**src/rtl/envelope_generator_adsr_pkg.sv**
```systemverilog
// Shared types and constants for the ADSR envelope generator and its scaler.
package synth_pkg;

  localparam int ENV_LEVEL_W  = 16;
  localparam int ENV_SAMPLE_W = 16;
  localparam logic [ENV_LEVEL_W-1:0] LEVEL_MAX = 16'hFFFF;

  typedef enum logic [2:0] {
    IDLE    = 3'd0,
    ATTACK  = 3'd1,
    DECAY   = 3'd2,
    SUSTAIN = 3'd3,
    RELEASE = 3'd4
  } env_state_t;

endpackage

```
**src/rtl/envelope_generator_adsr_scale.sv**
```systemverilog
// Registered signed-sample x unsigned-level multiply; keeps the top 16 bits of the fraction product.
module env_scale
  import synth_pkg::*;
#(
  parameter int SAMPLE_W = ENV_SAMPLE_W,
  parameter int LEVEL_W  = ENV_LEVEL_W
) (
  input  logic                clk_i,
  input  logic                rst_i,
  input  logic                tick_i,
  input  logic [SAMPLE_W-1:0] sample_i,
  input  logic [LEVEL_W-1:0]  level_i,
  output logic [SAMPLE_W-1:0] out_o,
  output logic                valid_o
);

  logic signed [SAMPLE_W+LEVEL_W:0] prod;
  logic [SAMPLE_W-1:0] out_d, out_q;
  logic                valid_q;
  logic                prod_unused;

  // Level is zero-extended so it multiplies as a non-negative fraction.
  assign prod        = $signed(sample_i) * $signed({1'b0, level_i});
  assign out_d       = prod[SAMPLE_W+LEVEL_W-1 -: SAMPLE_W];
  assign prod_unused = ^{prod[SAMPLE_W+LEVEL_W], prod[LEVEL_W-1:0]};

  always_ff @(posedge clk_i or posedge rst_i) begin
    if (rst_i) begin
      out_q   <= '0;
      valid_q <= 1'b0;
    end else begin
      valid_q <= tick_i;
      if (tick_i) out_q <= out_d;
    end
  end

  assign out_o   = out_q;
  assign valid_o = valid_q;

endmodule

```
**src/rtl/envelope_generator_adsr.sv**
```systemverilog
// Per-voice ADSR envelope: gate edge detection, level state machine and output scaling.
// Handshake: out_valid is a one-Clk pulse following each sample_Clk tick; there is no backpressure.
module envelope_generator_adsr
  import synth_pkg::*;
#(
  parameter int LEVEL_W  = ENV_LEVEL_W,
  parameter int SAMPLE_W = ENV_SAMPLE_W
) (
  input  logic                Clk,
  input  logic                Reset,
  input  logic                sample_Clk,
  input  logic                gate,
  input  logic [LEVEL_W-1:0]  attack_step,
  input  logic [LEVEL_W-1:0]  decay_step,
  input  logic [LEVEL_W-1:0]  sustain_level,
  input  logic [LEVEL_W-1:0]  release_step,
  input  logic [SAMPLE_W-1:0] sample_in,
  output logic [SAMPLE_W-1:0] out,
  output logic                out_valid,
  output logic [LEVEL_W-1:0]  env_level,
  output logic                active,
  output logic [2:0]          env_state
);

  env_state_t state_q, state_d, mode;
  logic [LEVEL_W-1:0] level_q, level_d;
  logic               gate_q, gate_d;
  logic               rise, fall;
  logic [LEVEL_W:0]   att_sum, dec_diff, rel_diff;

  always_ff @(posedge Clk or posedge Reset) begin
    if (Reset) begin
      state_q <= IDLE;
      level_q <= '0;
      gate_q  <= 1'b0;
    end else begin
      state_q <= state_d;
      level_q <= level_d;
      gate_q  <= gate_d;
    end
  end

  always_comb begin
    state_d  = state_q;
    level_d  = level_q;
    gate_d   = gate_q;
    rise     = gate & ~gate_q;
    fall     = ~gate & gate_q;
    att_sum  = {1'b0, level_q} + {1'b0, attack_step};
    dec_diff = {1'b0, level_q} - {1'b0, decay_step};
    rel_diff = {1'b0, level_q} - {1'b0, release_step};

    // A gate edge picks the state whose arithmetic runs on this same tick.
    mode = state_q;
    if (fall && (state_q inside {ATTACK, DECAY, SUSTAIN})) mode = RELEASE;
    else if (rise)                                         mode = ATTACK;

    if (sample_Clk) begin
      gate_d = gate;
      case (mode)
        ATTACK: begin
          if (attack_step == '0 || att_sum[LEVEL_W] || att_sum[LEVEL_W-1:0] == LEVEL_MAX) begin
            level_d = LEVEL_MAX;
            state_d = DECAY;
          end else begin
            level_d = att_sum[LEVEL_W-1:0];
            state_d = ATTACK;
          end
        end
        DECAY: begin
          if (decay_step == '0 || dec_diff[LEVEL_W] || dec_diff[LEVEL_W-1:0] <= sustain_level) begin
            level_d = sustain_level;
            state_d = SUSTAIN;
          end else begin
            level_d = dec_diff[LEVEL_W-1:0];
            state_d = DECAY;
          end
        end
        SUSTAIN: begin
          level_d = sustain_level;
          state_d = SUSTAIN;
        end
        RELEASE: begin
          if (release_step == '0 || rel_diff[LEVEL_W] || rel_diff[LEVEL_W-1:0] == '0) begin
            level_d = '0;
            state_d = IDLE;
          end else begin
            level_d = rel_diff[LEVEL_W-1:0];
            state_d = RELEASE;
          end
        end
        default: begin
          level_d = '0;
          state_d = IDLE;
        end
      endcase
    end
  end

  // Scaling uses the level held before this tick's update.
  env_scale #(
    .SAMPLE_W (SAMPLE_W),
    .LEVEL_W  (LEVEL_W)
  ) u_scale (
    .clk_i    (Clk),
    .rst_i    (Reset),
    .tick_i   (sample_Clk),
    .sample_i (sample_in),
    .level_i  (level_q),
    .out_o    (out),
    .valid_o  (out_valid)
  );

  assign env_level = level_q;
  assign active    = (state_q != IDLE);
  assign env_state = state_q;

endmodule

```
**config.mk**
```make
export PLATFORM = sky130hd
export DESIGN_NAME = envelope_generator_adsr
export DESIGN_NICKNAME = d
export VERILOG_FILES = /design/src/rtl/envelope_generator_adsr_pkg.sv /design/src/rtl/envelope_generator_adsr_scale.sv /design/src/rtl/envelope_generator_adsr.sv
export SDC_FILE = /design/constraint.sdc
export NUM_CORES = 1
export LEC_CHECK = 0
export ABC_AREA = 0
export CAP_MARGIN = 20
export CORE_MARGIN = 3
export CORE_UTILIZATION = 25
export CTS_BUF_LIST = sky130_fd_sc_hd__clkbuf_8
export DETAILED_ROUTE_END_ITERATION = 7
export DONT_BUFFER_PORTS = 1
export HOLD_SLACK_MARGIN = 0.02
export PLACE_DENSITY = 0.5
export SLEW_MARGIN = 25
export SYNTH_ARGS = -nofsm -noshare
export SYNTH_HDL_FRONTEND = slang
export SYNTH_SLANG_ARGS = --single-unit
```
**constraint.sdc**
```tcl
create_clock -name Clk -period 7.8 [get_ports Clk]
set_input_delay 0 -clock Clk [delete_from_list [all_inputs] [get_ports Clk]]
set_output_delay 0 -clock Clk [all_outputs]
set_load 0.05 [all_outputs]
```
==> summary.md <==
| Metric | Value |
|---|---|
| Status | complete, no violations |
| Setup Skew | 17.5 ps |
| H-tree depth | 2 |
| Hold Fails Final Rpt | 0 |
| Crit path capture type | flop |
| Post-Synth XOR/XNOR Area | 0.0306 |
| Vias/cell | 4.85 |
| CTS buffer count | 5 |
| Synthesized-area fraction occupied by adder cells | 0.467 |
| Die area | 55500 µm² |
| Register Area | 927 µm² |
| Post-CTS sizing | 0 |
| Post-synthesis compound-gate area fraction | 0.134 |
| WL/cell | 19.0 µm |
| Primary FF master, synth | dfrtp_1 |
| Largest net degree at the start of global routing | 38 |
| Count of different cell masters after synthesis | 79 |
| EDFF count, synth | 0 |
| Initial antenna violation count | 0 |
| Critical path data required time | 8020 ps |
| DR pass1 iterations | 4 |
| Top Family by Delay on Critical Path | adder cells |
| Residual DRC | 0 |
| DIE HEIGHT | 236 µm |
| Endpoints failing setup | 0 |
| Post-synthesis sequential area ratio | 0.0703 |
| Gr ovfl total | 0 |
| Post-synth net total | 1980 |
| CP Launch Type | flop |
| Core Box Area | 51700 µm² |
| Crit Path Category | flop to flop |
| Yosys top cell by area | fa_1 |
| Post-layout minimum cycle time | 7090 ps |
| Slowest cell on crit path | dfrtp_1 |
| Post-CTS setup buffer count | 0 |
| Synth Instances | 1522 |
| Max-capacitance violation count | 0 |
| Setup TNS | 0 ps |
| Post-synthesis register bit count | 37 |
| Maximum clock path buffer count | 2 |
| Ys Warns | 0 |
| Area Growth Syn to Fin | 7.61% |
| CTS tree | done |
| FILL cells | 5615 |
| Fraction of the cycle the final worst path needs | 0.908 |
| Starting Density | 0.255 |
| Number of global-route vias before repair | 11400 |
| Layout cells sized above 1 | 0.0468 |
| Via count | 10700 |
| Main combinational cell family by area after synthesis | adder cells |
| CP most frequent cell | fa_1 |
| Sink Count | 37 |
| Register clock-pin slew on the reported worst setup and hold paths | 100 ps |
| GRT Util Overall | 0.149 |
| Netlist Area Pre-Place | 13200 µm² |
| Worst Tran Pin Value | 1000 ps |
| Fmax | 0.141 GHz |
| Drt total wl | 41800 µm |
| Largest cells by area after synthesis | fa_1 (30%), ha_1 (17%), inv_1 (8.1%) |
| Dpl hpwl | 34200 µm |
| CP cell instances | buf_4 -> and2_1 -> fa_1 -> inv_1 -> fa_1 -> fa_1 -> inv_1 -> fa_1 -> fa_1 -> inv_1 -> fa_1 -> inv_1 -> ha_1 -> a211oi_1 -> o21bai_1 -> o21ai_0 -> nand4b_1 -> and2_1 -> a221oi_1 -> or4b_1 -> o211ai_1 |
| Worst path buffer plus inverter count | 5 |
| Area share of and/or/nand/nor cells after synthesis | 0.181 |
| Final Max Tran Viols | 0 |
| CP max FO | 15 |
| Worst path arrival time | 7300 ps |
| Number of routed nets with antenna violations | 0 |
| Root Driver | clkbuf_8 |
| Die Wd | 236 µm |
| Post-synthesis mux area share | 0.0207 |
| First-pass GRT wire length | 65500 µm |
| Synth async-reset ratio | 1.00 |
| Footprint of the multi-input gates | 11000 µm² |
| Worst-Skew Late Latency | 310 ps |
| Worst min path class | input pin to flop |
| Top cell type's share of synthesized area | 0.298 |
| I/O Pins | 121 |
| Hold_buf cts | 5 |
| # nets final | 1973 |
| Rows | 83 |
| GPL Wtd Cong | 0.876 |
| Slew HR | 0.332 |
| RSZ-0062 raised after global routing | false |
| Worst path max stage delay | 840 ps |
| Avg Cell Area, Syn | 8.65 µm² |
| IO Port Bufs | 0 |
| DR iter-0 viols | 621 |
[registers in the layout, indices dropped and copies added, names as in the netlist]
| name | count |
|---|---|
| u_scale.out_o | 16 |
| env_state | 3 |
| u_scale.valid_o | 1 |
| gate_q | 1 |
| env_level | 16 |
[per-stage QoR]
stage	hold slack [ps]	cells	setup slack, ps	utilization	cell area [µm²]
6_report	28.2	2197	715	0.274	14200
5_1_grt	44.6	2196	328	0.274	14200
4_1_cts	21.0	2194	679	0.273	14100
3_5_place_dp	37.0	2181	721	0.271	14000
3_3_place_gp	33.1	2181	834	0.270	14000
2_1_floorplan	31.4	1522	1360	-	13200
[worst paths after layout]
path	from	end	slack, ps	cells after the start
worst max-delay path	env_level[6]$_DFFE_PP0P_	u_scale.out_o[15]$_DFFE_PP0P_	710	21
worst min-delay path	sample_Clk	env_state[2]$_DFFE_PP0P_	30	2
worst max register to register	env_level[6]$_DFFE_PP0P_	u_scale.out_o[15]$_DFFE_PP0P_	710	21
worst min register to register	gate_q$_DFFE_PP0P_	gate_q$_DFFE_PP0P_	580	1
max in group asynchronous	Reset	env_level[1]$_DFFE_PP0P_	7150	3
min in group asynchronous	Reset	env_level[6]$_DFFE_PP0P_	260	3
[synth_stat cells (all sizes together), types with 6 or more instances]
| library cell | instances |
|---|---|
| and2 | 119 |
| nor3 | 15 |
| nor2 | 61 |
| nand4b | 6 |
| nand3 | 14 |
| o22ai | 7 |
| a31oi | 8 |
| xnor2 | 29 |
| nor4 | 16 |
| nand2 | 159 |
| a221o | 11 |
| o21bai | 6 |
| mux2i | 16 |
| o311ai | 7 |
| nand4 | 14 |
| nor2b | 8 |
| inv | 284 |
| xor2 | 17 |
| or3 | 8 |
| nand3b | 6 |
| o31ai | 7 |
| nand2b | 11 |
| ha | 178 |
| mux2 | 10 |
| o21a | 10 |
| o21ai | 42 |
| a211o | 8 |
| clkbuf | 42 |
| a211oi | 19 |
| a21o | 24 |
| dfrtp | 37 |
| o211ai | 9 |
| a21oi | 55 |
| fa | 196 |
[cell type report]
type | instances | share of cell area
multi-input combinational | 1156 | 0.774
inverter | 284 | 0.0752
sequential | 37 | 0.0654
tap | 680 | 0.0600
timing repair buffer | 31 | 0.0187
clock buffer | 5 | 0.00486
clock inverter | 3 | 0.00150
antenna | 1 | 0.000177
[layout by cell type (no fill, tap or decap), drive strengths merged, types with 6 or more instances in the layout]
cell type and n:
inv 285, fa 196, ha 178, nand2 159, and2 119, nor2 61, a21oi 55, o21ai 42
dfrtp 37, xnor2 29, buf 26, a21o 24, a211oi 19, xor2 17, nor4 16, mux2i 16
nor3 15, nand4 14, nand3 14, a221o 11, nand2b 11, o21a 10, mux2 10, o211ai 9
nor2b 8, a211o 8, a31oi 8, or3 8, o22ai 7, o31ai 7, o311ai 7, nand4b 6
nand3b 6, o21bai 6
[cells by family after synthesis]
logic type,count (synthesis)
AND/OR/NAND/NOR,461
adder cells (fa/ha/maj),374
buffers and inverters,329
AO/OA/AOI/OAI,249
XOR/XNOR,46
flip-flops,37
multiplexers,26
[routing by layer]
layer / vias to the layer above / part of all wire / track usage
met1: 5326 / 0.44 / 0.196
met5: - / 0 / 0
met2: 270 / 0.48 / 0.256
met3: 45 / 0.062 / 0.0293
li1: 5025 / - / -
met4: 0 / 0.019 / 0.0293
Power is left out: the tool's default activity adds up to more than one toggle a clock period on the data nets, which glitch-free logic cannot reach.
